[src/rtl/spi_pkg.sv]
// Shared definitions for the SPI byte engine: default frame width and FSM state encoding.
package spi_pkg;

    localparam int unsigned SPI_DATA_W = 8;

    // Encoding is fixed so that state values stay stable across tools and debug dumps.
    typedef enum logic [1:0] {
        StIdle  = 2'd0,
        StLead  = 2'd1,
        StShift = 2'd2,
        StTrail = 2'd3
    } spi_state_e;

    // Bit counter must reach DATA_W itself, hence one bit more than $clog2.
    function automatic int unsigned spi_cnt_width(input int unsigned data_w);
        return $clog2(data_w) + 1;
    endfunction

endpackage

[src/rtl/spi_byte_engine_if.sv]
// Request/response and SPI pin bundle between a controller and the SPI byte engine.
interface spi_byte_engine_if
    import spi_pkg::*;
#(
    parameter int unsigned DATA_W = SPI_DATA_W
);

    logic              tick;
    logic              start;
    logic [DATA_W-1:0] tx_data;
    logic              cs_hold;
    logic              miso;
    logic              sck;
    logic              mosi;
    logic              cs_n;
    logic              busy;
    logic              done;
    logic [DATA_W-1:0] rx_data;

    // Controller side: issues frames and ticks, drives the flash data line.
    modport master (
        output tick, start, tx_data, cs_hold, miso,
        input  sck, mosi, cs_n, busy, done, rx_data
    );

    // Engine side.
    modport slave (
        input  tick, start, tx_data, cs_hold, miso,
        output sck, mosi, cs_n, busy, done, rx_data
    );

endinterface

[src/rtl/spi_byte_engine.sv]
// Mode-0 SPI frame engine: shifts one DATA_W frame out on mosi and in from miso,
// advancing on upstream half-period ticks, with optional chip-select hold between frames.
module spi_byte_engine
    import spi_pkg::*;
#(
    parameter int unsigned DATA_W = SPI_DATA_W
) (
    input logic              clk_in,
    input logic              rst,
    spi_byte_engine_if.slave bus
);

    localparam int unsigned CNT_W = spi_cnt_width(DATA_W);
    localparam logic [CNT_W-1:0] LAST_BIT = CNT_W'(DATA_W - 1);
    localparam logic [CNT_W-1:0] CNT_ONE  = CNT_W'(1);

    spi_state_e        state_q, state_d;
    logic              sck_q, sck_d;
    logic              mosi_q, mosi_d;
    logic              cs_n_q, cs_n_d;
    logic              done_q, done_d;
    logic              hold_q, hold_d;
    logic [DATA_W-1:0] tx_shift_q, tx_shift_d;
    logic [DATA_W-1:0] rx_shift_q, rx_shift_d;
    logic [DATA_W-1:0] rx_data_q, rx_data_d;
    logic [CNT_W-1:0]  bit_cnt_q, bit_cnt_d;

    // State register; reset wins over start and tick.
    always_ff @(posedge clk_in) begin
        if (rst) begin
            state_q    <= StIdle;
            sck_q      <= 1'b0;
            mosi_q     <= 1'b0;
            cs_n_q     <= 1'b1;
            done_q     <= 1'b0;
            hold_q     <= 1'b0;
            tx_shift_q <= '0;
            rx_shift_q <= '0;
            rx_data_q  <= '0;
            bit_cnt_q  <= '0;
        end else begin
            state_q    <= state_d;
            sck_q      <= sck_d;
            mosi_q     <= mosi_d;
            cs_n_q     <= cs_n_d;
            done_q     <= done_d;
            hold_q     <= hold_d;
            tx_shift_q <= tx_shift_d;
            rx_shift_q <= rx_shift_d;
            rx_data_q  <= rx_data_d;
            bit_cnt_q  <= bit_cnt_d;
        end
    end

    // Next-state logic: start is taken in IDLE regardless of tick; all else waits for tick.
    always_comb begin
        state_d    = state_q;
        sck_d      = sck_q;
        mosi_d     = mosi_q;
        cs_n_d     = cs_n_q;
        done_d     = 1'b0;
        hold_d     = hold_q;
        tx_shift_d = tx_shift_q;
        rx_shift_d = rx_shift_q;
        rx_data_d  = rx_data_q;
        bit_cnt_d  = bit_cnt_q;

        case (state_q)
            StIdle: begin
                if (bus.start) begin
                    state_d    = StLead;
                    cs_n_d     = 1'b0;
                    tx_shift_d = bus.tx_data;
                    mosi_d     = bus.tx_data[DATA_W-1];
                    hold_d     = bus.cs_hold;
                    rx_shift_d = '0;
                    bit_cnt_d  = '0;
                end
            end
            StLead: begin
                // One half-period of setup before the first rising edge.
                if (bus.tick) begin
                    state_d   = StShift;
                    sck_d     = 1'b0;
                    bit_cnt_d = '0;
                end
            end
            StShift: begin
                if (bus.tick) begin
                    if (!sck_q) begin
                        sck_d      = 1'b1;
                        rx_shift_d = {rx_shift_q[DATA_W-2:0], bus.miso};
                    end else begin
                        sck_d      = 1'b0;
                        tx_shift_d = {tx_shift_q[DATA_W-2:0], 1'b0};
                        mosi_d     = tx_shift_q[DATA_W-2];
                        bit_cnt_d  = bit_cnt_q + CNT_ONE;
                        if (bit_cnt_q == LAST_BIT) begin
                            state_d = StTrail;
                        end
                    end
                end
            end
            StTrail: begin
                // Final half-period of hold before releasing (or keeping) chip select.
                if (bus.tick) begin
                    state_d   = StIdle;
                    done_d    = 1'b1;
                    rx_data_d = rx_shift_q;
                    cs_n_d    = !hold_q;
                end
            end
            default: begin
                state_d = StIdle;
            end
        endcase
    end

    assign bus.sck     = sck_q;
    assign bus.mosi    = mosi_q;
    assign bus.cs_n    = cs_n_q;
    assign bus.busy    = (state_q != StIdle);
    assign bus.done    = done_q;
    assign bus.rx_data = rx_data_q;

endmodule

[src/flat_wrapper.sv]
// flat-port wrapper written by rule: the top's interface ports become plain ports
module spi_byte_engine_flat import spi_pkg::*;
#(
    parameter int unsigned DATA_W = SPI_DATA_W
)
  (clk_in, rst, bus_tick, bus_start, bus_tx_data, bus_cs_hold, bus_miso, bus_sck, bus_mosi, bus_cs_n, bus_busy, bus_done, bus_rx_data);
  spi_byte_engine_if #(.DATA_W(DATA_W)) bus_i ();
  input logic clk_in;
  input logic rst;
  input wire logic [$bits(bus_i.tick)-1:0] bus_tick;
  input wire logic [$bits(bus_i.start)-1:0] bus_start;
  input wire logic [$bits(bus_i.tx_data)-1:0] bus_tx_data;
  input wire logic [$bits(bus_i.cs_hold)-1:0] bus_cs_hold;
  input wire logic [$bits(bus_i.miso)-1:0] bus_miso;
  output wire logic [$bits(bus_i.sck)-1:0] bus_sck;
  output wire logic [$bits(bus_i.mosi)-1:0] bus_mosi;
  output wire logic [$bits(bus_i.cs_n)-1:0] bus_cs_n;
  output wire logic [$bits(bus_i.busy)-1:0] bus_busy;
  output wire logic [$bits(bus_i.done)-1:0] bus_done;
  output wire logic [$bits(bus_i.rx_data)-1:0] bus_rx_data;
  assign bus_i.tick = bus_tick;
  assign bus_i.start = bus_start;
  assign bus_i.tx_data = bus_tx_data;
  assign bus_i.cs_hold = bus_cs_hold;
  assign bus_i.miso = bus_miso;
  assign bus_sck = bus_i.sck;
  assign bus_mosi = bus_i.mosi;
  assign bus_cs_n = bus_i.cs_n;
  assign bus_busy = bus_i.busy;
  assign bus_done = bus_i.done;
  assign bus_rx_data = bus_i.rx_data;
  spi_byte_engine #(.DATA_W(DATA_W)) u_core (.clk_in(clk_in), .rst(rst), .bus(bus_i));
endmodule
[config.mk]
export PLATFORM = sky130hd
export DESIGN_NAME = spi_byte_engine_flat
export DESIGN_NICKNAME = d
export VERILOG_FILES = /design/src/rtl/spi_pkg.sv /design/src/rtl/spi_byte_engine_if.sv /design/src/rtl/spi_byte_engine.sv /design/src/flat_wrapper.sv
export SDC_FILE = /design/constraint.sdc
export NUM_CORES = 1
export LEC_CHECK = 0
export BUFFER_PORTS_ARGS = -buffer_cell sky130_fd_sc_hd__clkbuf_2
export CORE_ASPECT_RATIO = 0.7
export CORE_UTILIZATION = 30
export CTS_BUF_LIST = sky130_fd_sc_hd__clkbuf_4
export DETAILED_ROUTE_END_ITERATION = 10
export GPL_TIMING_DRIVEN = 0
export SLEW_MARGIN = 20
export SYNTH_ARGS = -nofsm -noshare
export SYNTH_HDL_FRONTEND = slang
export SYNTH_SLANG_ARGS = --single-unit
[constraint.sdc]
create_clock -name clk_in -period 2.6 [get_ports clk_in]
set_input_delay 0.26 -clock clk_in [delete_from_list [all_inputs] [get_ports clk_in]]
set_output_delay 0.26 -clock clk_in [all_outputs]
set_load 0.01 [all_outputs]
# Word-level counts from Yosys, hierarchy flattened
# Index checks and enable logic that the tools add are counted.
[totals]
reg_bits = 34
in_bits = 14
out_inout_bits = 13
wordCells = 71
[op_classes]
add_sub_neg = 1
n_eq_ne = 11
mux = 32
n_bitwise = 1
reduce_logical = 16
[op_table]
columns = ["operator", "count"]
rows = [
  ["$mux W8", 3],
  ["$mux W7", 3],
  ["$mux W4", 4],
  ["$pmux W8 S2", 1],
  ["$pmux W7 S2", 1],
  ["$mux W2", 6],
  ["$pmux W4 S3", 1],
  ["$ne A2 B2 Y1 const B", 5],
  ["$mux W1", 9],
  ["$pmux W2 S4", 1],
  ["$reduce_and A4 Y1", 2],
  ["$reduce_bool A2 Y1", 4],
  ["$pmux W1 S2", 3],
  ["$reduce_and A3 Y1", 2],
  ["$reduce_and A6 Y1", 1],
  ["$reduce_and A5 Y1", 1],
  ["$add A4 B1 Y4 const B", 1],
  ["$eq A2 B2 Y1 const B", 2],
  ["$eq A4 B3 Y1 const B", 1],
  ["$ne A2 B1 Y1 const B", 2],
  ["$reduce_and A2 Y1", 2],
  ["$reduce_bool A3 Y1", 1],
  ["$eq A2 B1 Y1 const B", 1],
  ["$logic_not A2 Y1", 1],
  ["other kinds (3)", 3],
]

# Logic depth before layout (Yosys ltp)
# Gate-level depths: netlist of run 1.
[depth]
word_depth = 5
mapped_depth = 8
depth_no_buf = 6

# Worst setup path after synthesis of run 1
# Ideal clock, no wire load.
[synth_path]
kind = "register to register"
from = "register u_core.state_q[0]"
to = "register u_core.bit_cnt_q[1]"
setup_time_ns = 0.137
arrival_ns = 1.626
t_required_ns = 2.463
path_slack_ns = 0.837
stages_incl_launch_ff = 8
n_path_buf = 1
synth_period_minus_slack_ns = 1.763
path_cell_list = "dfxtp_1 inv_1 ha_1 buf_2 o21ba_2 or3_1 o21ai_0 a21oi_1"
[synth_between]
elab_chain_cells = 3
elab_cells_between_ends = 10
classes_between = "eq/ne (6); mux (1); reduce/logical (3)"
[synth_rtl]
columns = ["element", "line", "rtl"]
rows = [
  ["from (decl)", "spi_byte_engine.sv:17", "spi_state_e state_q, state_d;"],
  ["from (signal assigned)", "spi_byte_engine.sv:31", "state_q <= StIdle;"],
  ["from (signal assigned)", "spi_byte_engine.sv:42", "state_q <= state_d;"],
  ["$eq A2 B2 Y1 (tied with other cells)", "spi_byte_engine.sv:68", "case (state_q)"],
  ["$ne A2 B1 Y1 (no line) (tied with other cells)", "n/a", ""],
  ["$reduce_and A5 Y1 (no line)", "n/a", ""],
  ["to (signal assigned)", "spi_byte_engine.sv:51", "bit_cnt_q <= bit_cnt_d;"],
  ["to (decl)", "spi_byte_engine.sv:26", "logic [CNT_W-1:0] bit_cnt_q, bit_cnt_d;"],
]
# Several ways; a longest one is shown, not always the timed one.
# A chain may end at the register's enable or synchronous reset.

# Worst setup path after layout of run 1
# Ends and elaborated chain as after synthesis.

==> results of run 1 <==
[cell families after synthesis]
kind of cell,synth area share [%]
compound gates,20.2
simple gates,22.8
flops,42.2
fa+ha+maj,5.43
mux,4.34
buf+inv,5.04
[worst max-delay path: cells and delay by family, from the launching register on]
kind / cells / cell delay, ns
buffers and inverters: 2 / 0.29
AOI/OAI and AO/OA: 2 / 0.38
and+or+nand+nor: 2 / 0.61
DFF: 1 / 0.43
adders and majority gates: 1 / 0.21
[cells in the mapped netlist (3+ instances only)]
library cell | n | area (µm²)
nand2b_1 | 3 | 18.8
mux2i_1 | 7 | 70.1
dfxtp_1 | 34 | 681
ha_1 | 7 | 87.6
nand3_1 | 18 | 90.1
a21oi_1 | 24 | 120
inv_1 | 5 | 18.8
nor2_1 | 9 | 33.8
a211oi_2 | 3 | 37.5
nor2_2 | 3 | 18.8
nand2_1 | 22 | 82.6
clkbuf_1 | 6 | 22.5
a211oi_1 | 5 | 37.5
o21ai_0 | 4 | 20.0
[worst max path at each step]
stage / startpoint / end / slack, ns
final: u_core.state_q[0]$_SDFFE_PP0P_ / u_core.bit_cnt_q[1]$_SDFFE_PP0P_ / 0.60
after global routing: u_core.state_q[0]$_SDFFE_PP0P_ / u_core.bit_cnt_q[1]$_SDFFE_PP0P_ / 0.47
after CTS: u_core.state_q[0]$_SDFFE_PP0P_ / u_core.bit_cnt_q[3]$_SDFFE_PP0P_ / 0.61
after detailed placement: u_core.state_q[0]$_SDFFE_PP0P_ / u_core.bit_cnt_q[3]$_SDFFE_PP0P_ / 0.63
after global placement: u_core.state_q[0]$_SDFFE_PP0P_ / u_core.tx_shift_q[4]$_SDFFE_PP0P_ / 0.65
after floorplan: u_core.state_q[0]$_SDFFE_PP0P_ / u_core.bit_cnt_q[1]$_SDFFE_PP0P_ / 0.84
[metrics by stage]
| stage | util (%) | setup slack [ns] | instance area (µm²) | cells | hold slack [ns] |
|---|---|---|---|---|---|
| floorplan | - | 0.837 | 1610 | 179 | 0.407 |
| global placement | 36.7 | 0.647 | 1820 | 273 | 0.441 |
| detailed placement | 36.7 | 0.627 | 1820 | 273 | 0.445 |
| CTS | 37.8 | 0.610 | 1880 | 281 | 0.135 |
| global route | 37.8 | 0.474 | 1880 | 281 | 0.163 |
| finish | 37.8 | 0.602 | 1880 | 281 | 0.141 |
[metal layers]
metal | vias up | part of all wire, % | track usage (%)
li1 | 705 | - | -
met4 | 0 | 2.2 | 7.14
met1 | 606 | 56 | 21.2
met2 | 20 | 38 | 19.5
met5 | - | 0 | 0
met3 | 7 | 4.2 | 3.54
[power groups by stage]
stage | Sequential [mW] | Combinational, mW | Clock (mW)
after floorplan | 0.656 | 0.693 | 0
after global placement | 0.661 | 0.876 | 0
after detailed placement | 0.660 | 0.883 | 0
final | 0.650 | 0.882 | 0.285
after CTS | 0.649 | 0.885 | 0.292
after global routing | 0.660 | 0.979 | 0.323
[flip-flops by register name (all words and copies together), names as in the netlist, 2 cells and up]
name and flops:
u_core.bus.rx_data 8, u_core.rx_shift_q 8, u_core.state_q 2, u_core.bit_cnt_q 4, u_core.tx_shift_q 7
[area by class of cell]
| cell class | instances | area [µm²] | share of cell area (%) |
|---|---|---|---|
| Buffer | 11 | 62.6 | 3.33 |
| Clock buffer | 5 | 37.5 | 2.00 |
| Clock inverter | 3 | 16.3 | 0.866 |
| Inverter | 5 | 18.8 | 0.999 |
| Multi-Input combinational cell | 129 | 851 | 45.3 |
| Sequential cell | 34 | 681 | 36.2 |
| Tap cell | 69 | 86.3 | 4.60 |
| Timing Repair Buffer | 25 | 125 | 6.66 |
[placed cells by master, fill, tap and decap left out, types with 3 or more instances in the layout]
master and count:
a21oi_1 24, clkbuf_1 6, a211oi_1 5, inv_1 5, nor2_1 9, nor2_2 3, mux2i_1 7, dfxtp_1 34
nand3_1 18, clkbuf_2 25, clkbuf_4 5, ha_1 7, o21ai_0 4, nand2_1 22, a211oi_2 3, nand2b_1 3
==> results.sh, run 1 <==
export IMPL_tns_ns=0
export IMPL_final_min_clock_period_ns=2.00
export IMPL_grt_total_usage_pct=14.5
export IMPL_hold_depth=3
export IMPL_p_sw_mw=0.767
export IMPL_crit_fanout=10
export IMPL_critPathCaptureType="flop"
export IMPL_fin_crit_sh_pct=76.8
export IMPL_cts_path_max_buffers=2
export IMPL_start_kind="flop"
export IMPL_synth_edf_count=0
export IMPL_status="complete, no violations"
export IMPL_drc_errors=0
export IMPL_cts_setup_buffers=0
export IMPL_nets=232
export IMPL_gp_congestion=0.764
export IMPL_start_util_pct=32.5
export IMPL_tritoncts="yes"
export IMPL_min_delay_start="bus_cs_hold"
export IMPL_reg2reg_depth=7
export IMPL_slew_limit_headroom_pct=60.6
export IMPL_drv_slew=0
export IMPL_rows=21
export IMPL_switching_share_pct=42.2
export IMPL_max_freq_mhz=501
export IMPL_cts_resized=0
export IMPL_rr_endpoint="u_core.bit_cnt_q[1]$_SDFFE_PP0P_"
export IMPL_synthDistinctLibCells=38
export IMPL_drive_above_1_share_pct=24.1
export IMPL_gr_total_overflow=0
export IMPL_postSynthCellCount=179
export IMPL_power_density_nw_per_um2=968
export IMPL_required_ns=2.87
export IMPL_hold_buffers=0
export IMPL_ys_ff_latch=34
export IMPL_pwr_share_seq_pct=35.8
export IMPL_wl_per_cell_um=12.4
export IMPL_ctsHtreeMaxLevel=2
export IMPL_ant_nets=0
export IMPL_core_area_um2=4970
export IMPL_leakage_nw=0.705
export IMPL_die_w_um=89.6
export IMPL_timing_reg2reg_setup_slack_ns=0.60
export IMPL_hold_viol_final=0
export IMPL_die_h_um=63.3
export IMPL_dpl_hpwl_mm=2.54
export IMPL_comb_power_share_pct=48.6
export IMPL_synthArstFlopShare_pct=0
export IMPL_clock_skew_ns=0.00848
export IMPL_antenna_cells=0
export IMPL_cts_buffers_inserted=5
export IMPL_ir_drop_mv=0.265
export IMPL_crit_slowest_cell="nor4b_2"
export IMPL_yosys_warnings=0
export IMPL_vias=1338
export IMPL_viasPerCell=4.76
export IMPL_synth_nets=200
export IMPL_grt_max_degree=12
export IMPL_crit_chain="inv_1 > ha_1 > buf_2 > o21ba_2 > nor4b_2 > nand3_1 > a21oi_1"
export IMPL_synth_ff_type="dfxtp_1"
export IMPL_boundaryPins=27
export IMPL_crit_type="flop to flop"
export IMPL_root_buffer="clkbuf_4"
export IMPL_synth_avg_cell_area_um2=9.01
export IMPL_cp_slowest_stage_delay_ns=0.48
export IMPL_insertion_delay_ns=0.35
export IMPL_grt_pass1_vias=1297
export IMPL_cts_num_sinks=34
export IMPL_io_buffers=25
export IMPL_finalPower_mw=1.82
export IMPL_crit_arrival_ns=2.27
export IMPL_grt_pass1_wl_mm=6.20
export IMPL_drt_pass1_iter_count=4
export IMPL_wl_mm=3.47
export IMPL_r2r_start="u_core.state_q[0]$_SDFFE_PP0P_"
export IMPL_drt_iter0_drc=78
export IMPL_fp_dieArea_um2=5680
export IMPL_setup_viol=0
export IMPL_path_clk_slew_ns=0.10
export IMPL_antenna_found_initial=0
export IMPL_p_int_mw=1.05
export IMPL_synthToLayoutAreaGrowth_pct=16.4
export IMPL_pwr_share_clk_pct=15.7
export IMPL_rsz0062_at_grt="false"
export IMPL_worst_slew_pin_slew_ns=0.586
export IMPL_synth_area_um2=1610
export IMPL_fillCellCount=524
export IMPL_cap_viol_max_count=0
export IMPL_min_path_type="input port to flop"
export IMPL_hold_path_endpoint="u_core.hold_q$_SDFFE_PP0P_"
export IMPL_yosysSeqAreaShare_pct=42.2
Power figures use the tool's default switching activity.
==> inputs of run 2 (changes only) <==
--- a/config.mk
+++ b/config.mk
@@ -5,6 +5,7 @@
 export SDC_FILE = /design/constraint.sdc
 export NUM_CORES = 1
 export LEC_CHECK = 0
+export ABC_AREA = 1
 export BUFFER_PORTS_ARGS = -buffer_cell sky130_fd_sc_hd__clkbuf_2
 export CORE_ASPECT_RATIO = 0.7
 export CORE_UTILIZATION = 30
==> constraint.sdc (replaced) <==
create_clock -name clk_in -period 1.66 [get_ports clk_in]
set_input_delay 0.166 -clock clk_in [delete_from_list [all_inputs] [get_ports clk_in]]
set_output_delay 0.166 -clock clk_in [all_outputs]
set_load 0.01 [all_outputs]
==> run 2 against run 1 <==
Hold slack worse by 0.081 ns; utilization up 0.46 points; first-iteration DRC count increased by 33%; register-to-register slack got worse by 0.51 ns; sequential share of layout area fell by 2.1 points; total power grew 93%.
==> results.sh, run 2 <==
export IMPL_synth_top_area_share_pct=41.7
export IMPL_fin_crit_sh_pct=94.3
export IMPL_final_common_cell="nand2_1"
export IMPL_hold_depth=3
export IMPL_synth_edf_count=0
export IMPL_fp_dieArea_um2=5750
export IMPL_postSynthCellCount=228
export IMPL_placed_area_um2=1850
export IMPL_synth_avg_cell_area_um2=7.17
export IMPL_slew_limit_headroom_pct=65.2
export IMPL_grt_max_degree=12
export IMPL_cts_path_max_buffers=2
export IMPL_gp_congestion=0.745
export IMPL_io_buffers=26
export IMPL_min_delay_start="bus_cs_hold"
export IMPL_start_kind="flop"
export IMPL_hold_buffers=0
export IMPL_crit_slowest_cell="dfxtp_4"
export IMPL_core_area_um2=5230
export IMPL_drive_above_1_share_pct=25.0
export IMPL_ys_ff_latch=34
export IMPL_final_cell_mix="61 x nand2_1, 33 x dfxtp_1, 26 x clkbuf_2"
export IMPL_placed_cells=326
export IMPL_final_min_clock_period_ns=1.57
export IMPL_power_density_nw_per_um2=1750
export IMPL_path_clk_slew_ns=0.11
export IMPL_start_util_pct=31.2
export IMPL_synthArstFlopShare_pct=0
export IMPL_cap_viol_max_count=0
export IMPL_cp_slowest_stage_delay_ns=0.37
export IMPL_tritoncts="yes"
export IMPL_ff_latch_area_um2=684
export IMPL_boundaryPins=27
export IMPL_hold_viol_final=0
export IMPL_leakage_nw=0.905
export IMPL_required_ns=1.94
export IMPL_reg2reg_depth=9
export IMPL_layout_cells_non_filler=340
export IMPL_post_route_util_pct=38.3
export IMPL_yosys_warnings=0
export IMPL_rows=22
export IMPL_crit_arrival_ns=1.84
export IMPL_status="complete, no violations"
export IMPL_synth_top_area_cell="dfxtp_1"
export IMPL_wl_mm=3.77
export IMPL_crit_type="flop to flop"
export IMPL_synthDistinctLibCells=23
export IMPL_ir_drop_mv=0.787
export IMPL_clock_skew_ns=0.00956
export IMPL_viasPerCell=4.51
export IMPL_antenna_cells=0
export IMPL_drt_pass1_iter_count=4
export IMPL_die_h_um=63.8
export IMPL_wl_per_cell_um=11.1
export IMPL_worst_slew_pin_slew_ns=0.522
export IMPL_critPathTopFamily="buffers and inverters"
export IMPL_netlist_top_cells_count="61 x nand2_1, 34 x dfxtp_1, 26 x nor2_1"
export IMPL_synth_most_common_cell="nand2_1"
export IMPL_timing_reg2reg_setup_slack_ns=0.09
export IMPL_yosysSeqAreaShare_pct=41.7
export IMPL_dpl_hpwl_mm=2.64
export IMPL_drt_iter0_drc=104
export IMPL_insertion_delay_ns=0.34
export IMPL_rr_endpoint="u_core.rx_shift_q[0]$_SDFFE_PP0P_"
export IMPL_ant_nets=0
export IMPL_fillCellCount=567
export IMPL_min_path_type="input port to flop"
export IMPL_vias=1535
export IMPL_synth_nets=249
export IMPL_cts_buffers_inserted=5
export IMPL_crit_buf_inv=4
export IMPL_root_buffer="clkbuf_4"
export IMPL_grt_pass1_wl_mm=6.32
export IMPL_final_area_um2=2000
export IMPL_drc_errors=0
export IMPL_drv_slew=0
export IMPL_antenna_found_initial=0
export IMPL_synth_ff_type="dfxtp_1"
export IMPL_synth_area_leaders="dfxtp_1 42%, nand2_1 14%, a21oi_1 6.7%, nor2_1 6.0%, ha_1 5.4%"
export IMPL_cts_num_sinks=34
export IMPL_tns_ns=0
export IMPL_ctsHtreeMaxLevel=2
export IMPL_nets=288
export IMPL_grt_pass1_vias=1349
export IMPL_crit_chain="inv_1 > ha_1 > buf_6 > nand2_4 > inv_2 > nor2_4 > buf_12 > nand4_1 > a21oi_2"
export IMPL_max_freq_mhz=639
export IMPL_synthToLayoutAreaGrowth_pct=22.5
export IMPL_setup_viol=0
export IMPL_hold_path_endpoint="u_core.hold_q$_SDFFE_PP0P_"
export IMPL_gr_total_overflow=0
export IMPL_multiInputGateArea_um2=851
export IMPL_critPathCaptureType="flop"
export IMPL_grt_total_usage_pct=14.0
export IMPL_die_w_um=90.2
export IMPL_r2r_start="u_core.state_q[0]$_SDFFE_PP0P_"
export IMPL_holdWs_ns=0.0596
export IMPL_synth_area_um2=1630
export IMPL_crit_fanout=8
## run 2: cell families (layout without fill, tap and decap cells)
logic type	count (synthesis)	after routing	share of synthesized area (%)
flip-flops	34	34	41.7
XOR/XNOR	1	1	0.536
buffers and inverters	27	67	7.43
adder cells (fa/ha/maj)	7	7	5.36
AO/OA/AOI/OAI	37	37	12.3
AND/OR/NAND/NOR	122	122	32.8
## run 2: final cells by class
cell class	instances	area share, %
multi-input combinational	167	42.5
sequential	34	34.2
timing repair buffer	32	9.38
tap	72	4.50
inverter	19	4.00
buffer	8	2.75
clock buffer	5	1.88
clock inverter	3	0.812
## run 2: per-layer routing
layer / global-route usage, % / up-vias / wire, µm
met2: 19.1 / 33 / 1550
li1: - / 825 / -
met1: 19.9 / 668 / 1980
met3: 3.69 / 9 / 154
met4: 7.46 / 0 / 83
met5: 0 / - / 0
## run 2: per-stage QoR
stage	worst slack [ns]	power, mW
6_report	0.0942	3.50
5_1_grt	-0.0180	3.80
4_1_cts	0.00545	3.34
3_5_place_dp	-0.0230	2.73
3_3_place_gp	-0.0135	2.74
2_1_floorplan	0.199	2.33
## run 2: how the worst max path moves through the flow
stage,from,endpoint,slack [ns],cells past startpoint
floorplan,u_core.state_q[0]$_SDFFE_PP0P_,u_core.rx_shift_q[1]$_SDFFE_PP0P_,0.20,9
CTS,u_core.state_q[0]$_SDFFE_PP0P_,u_core.rx_shift_q[3]$_SDFFE_PP0P_,0.005,9
detailed placement,u_core.state_q[0]$_SDFFE_PP0P_,u_core.rx_shift_q[3]$_SDFFE_PP0P_,-0.02,9
finish,u_core.state_q[0]$_SDFFE_PP0P_,u_core.rx_shift_q[0]$_SDFFE_PP0P_,0.09,9
global placement,u_core.state_q[0]$_SDFFE_PP0P_,u_core.rx_shift_q[4]$_SDFFE_PP0P_,-0.01,9
global route,u_core.state_q[0]$_SDFFE_PP0P_,u_core.bus.mosi$_SDFFE_PP0P_,-0.02,9
## run 2: timing repair
item                                    CTS  global route
setup buffers                             3             3
endpoints found under the setup margin    9            22
resized for setup                         1            11
hold endpoints to repair                  0             0
pin swaps                                 1             3
## run 2: worst reg2reg max path, cell delays in order (launching register included)
cell and delay, ns:
dfxtp_4 0.37, inv_1 0.08, ha_1 0.21, buf_6 0.15, nand2_4 0.09, inv_2 0.04
nor2_4 0.17, buf_12 0.14, nand4_1 0.11, a21oi_2 0.14
## run 2: power breakdown
part	total [mW]	internal (mW)	switching [mW]
Clock	0.452	0.157	0.295
Combinational	1.97	0.781	1.19
Sequential	1.08	0.975	0.104
Total	3.50	1.91	1.59
==> inputs of run 3 (changes only) <==
--- a/config.mk
+++ b/config.mk
@@ -5,13 +5,13 @@
 export SDC_FILE = /design/constraint.sdc
 export NUM_CORES = 1
 export LEC_CHECK = 0
-export ABC_AREA = 1
 export BUFFER_PORTS_ARGS = -buffer_cell sky130_fd_sc_hd__clkbuf_2
 export CORE_ASPECT_RATIO = 0.7
-export CORE_UTILIZATION = 30
+export CORE_UTILIZATION = 52
 export CTS_BUF_LIST = sky130_fd_sc_hd__clkbuf_4
 export DETAILED_ROUTE_END_ITERATION = 10
 export GPL_TIMING_DRIVEN = 0
+export PLACE_DENSITY = 0.78
 export SLEW_MARGIN = 20
 export SYNTH_ARGS = -nofsm -noshare
 export SYNTH_HDL_FRONTEND = slang
==> run 3 against run 2 <==
The run now ends with negative setup slack left; sequential share of layout area fell by 0.45 points; hold slack improved by 0.0072 ns; clock skew fell by 0.0033 ns; total power shrank 3.3%; critical path depth decreased by 2; via count down 3.1%; sequential cell count unchanged; routed wire length rose by 11%; utilization up 33 points; die area down 42%; first-iteration DRC count down 26%; sequential power about the same; largest cell class unchanged.
==> results.sh, run 3 (synthesis results as in run 1) <==
export IMPL_switching_share_pct=42.2
export IMPL_holdWs_ns=0.0668
export IMPL_rsz0062_at_grt="true"
export IMPL_gp_congestion=0.795
export IMPL_max_freq_mhz=591
export IMPL_power_density_nw_per_um2=1660
export IMPL_root_buffer="clkbuf_4"
export IMPL_crit_fanout=4
export IMPL_finalWorstSetupSlack_ns=-0.0325
export IMPL_viasPerCell=5.81
export IMPL_grt_pass1_vias=1328
export IMPL_crit_slowest_cell="or3_4"
export IMPL_gr_total_overflow=0
export IMPL_violations="negative setup slack"
export IMPL_slew_limit_headroom_pct=57.4
export IMPL_drv_slew=0
export IMPL_tns_ns=-0.0969
export IMPL_grt_max_degree=11
export IMPL_antenna_found_initial=0
export IMPL_min_path_type="input port to flop"
export IMPL_ctsHtreeMaxLevel=2
export IMPL_comb_power_share_pct=55.2
export IMPL_fp_dieArea_um2=3330
export IMPL_final_cell_mix="32 x dfxtp_1, 26 x clkbuf_2, 21 x nand2_1"
export IMPL_clock_skew_ns=0.00630
export IMPL_cts_path_max_buffers=2
export IMPL_reg2reg_depth=7
export IMPL_dpl_hpwl_mm=2.70
export IMPL_die_w_um=68.6
export IMPL_critPathCaptureType="flop"
export IMPL_fin_crit_sh_pct=102
export IMPL_hold_viol_final=0
export IMPL_start_util_pct=56.3
export IMPL_cts_num_sinks=34
export IMPL_final_min_clock_period_ns=1.69
export IMPL_pwr_share_seq_pct=31.1
export IMPL_p_int_mw=1.96
export IMPL_timing_reg2reg_setup_slack_ns=-0.03
export IMPL_pwr_share_clk_pct=13.7
export IMPL_insertion_delay_ns=0.34
export IMPL_tritoncts="yes"
export IMPL_placed_cells=240
export IMPL_crit_chain="inv_6 > ha_4 > buf_6 > o21ba_4 > or3_4 > o21ai_2 > a21oi_1"
export IMPL_leakage_nw=0.765
export IMPL_cts_buffers_inserted=5
export IMPL_crit_arrival_ns=1.91
export IMPL_io_buffers=25
export IMPL_p_sw_mw=1.43
export IMPL_vias=1488
export IMPL_required_ns=1.87
export IMPL_ir_drop_mv=1.01
export IMPL_cap_viol_max_count=0
export IMPL_ant_nets=0
export IMPL_worst_slew_pin_slew_ns=0.640
export IMPL_crit_type="flop to flop"
export IMPL_nets=240
export IMPL_wl_mm=4.19
export IMPL_die_h_um=48.6
export IMPL_rows=16
export IMPL_start_kind="flop"
export IMPL_layout_cells_non_filler=256
export IMPL_status="complete, but fails checks"
export IMPL_synthToLayoutAreaGrowth_pct=26.5
export IMPL_drt_iter0_drc=77
export IMPL_path_clk_slew_ns=0.11
export IMPL_drive_above_1_share_pct=36.8
export IMPL_pre_cts_ws_ns=-0.273
export IMPL_setup_viol=5
export IMPL_hold_buffers=0
export IMPL_hold_depth=3
export IMPL_grt_total_usage_pct=26.1
export IMPL_wl_per_cell_um=16.4
export IMPL_drt_pass1_iter_count=4
export IMPL_drc_errors=0
export IMPL_boundaryPins=27
export IMPL_grt_pass1_wl_mm=6.39
export IMPL_antenna_cells=0
export IMPL_core_area_um2=2860
export IMPL_final_common_cell="dfxtp_1"
export IMPL_cp_slowest_stage_delay_ns=0.41
## run 3: cell types whose count changed in the layout (fill, tap and decap cells not counted), moves of 7 or more
cell | before | now
inv_1 | 12 | 3
nand4_1 | 13 | 2
o21ai_0 | 11 | 1
mux2i_1 | 0 | 7
nor2_1 | 25 | 7
nand2_1 | 61 | 21
## run 3: worst max-delay path: cells and delay by family (launching register included)
family          cells  cell delay [ns]
buf+inv             2             0.16
flops               1             0.39
compound gates      3             0.46
simple gates        1             0.41
fa+ha+maj           1             0.15
## run 3: repair_timing
| item | 4_1_cts | 5_1_grt |
|---|---|---|
| pin swaps | 10 | 23 |
| cloned | 1 | 0 |
| resized for setup | 17 | 16 |
| setup buffers | 5 | 3 |
| endpoints found under the setup margin | 22 | 23 |
## run 3: layout make-up
class	instances	area, µm²
inverters	5	26.3
clock inverters	2	8.76
fillers	219	823
well taps	36	45.0
flip-flops and latches	34	688
clock buffers	6	45.0
plain buffers	10	58.8
repair buffers	34	190
multi-input cells	129	977
## run 3: power groups by stage
stage          sequential (mW)  combinational [mW]  clock (mW)
2_1_floorplan             1.03                1.12           0
5_1_grt                   1.07                2.00       0.509
3_3_place_gp              1.03                1.34           0
3_5_place_dp              1.04                1.41           0
4_1_cts                   1.02                1.64       0.451
6_report                  1.05                1.87       0.464
## run 3: stage by stage
stage                     power [mW]  util (%)  instance area, µm²
after detailed placement        2.45      62.6                1790
final                           3.39      71.2                2040
after CTS                       3.12      67.8                1940
after floorplan                 2.15         -                1620
after global routing            3.58      71.2                2040
after global placement          2.37      62.6                1790
## run 3: final timing paths
path	from	to
setup / recovery	u_core.state_q[0]$_SDFFE_PP0P_	u_core.bit_cnt_q[3]$_SDFFE_PP0P_
hold reg to reg	u_core.bus.rx_data[1]$_SDFFE_PP0P_	u_core.bus.rx_data[1]$_SDFFE_PP0P_
hold / removal	bus_miso	u_core.rx_shift_q[0]$_SDFFE_PP0P_
setup reg to reg	u_core.state_q[0]$_SDFFE_PP0P_	u_core.bit_cnt_q[3]$_SDFFE_PP0P_
## run 3: layer usage
metal  vias up  track usage, %  part of all wire (%)
li1        717               -                     -
met1       717            36.8                    46
met2        49            39.9                    48
met3         5            6.60                   5.6
met4         0            5.21                  0.69
met5         -               0                     0
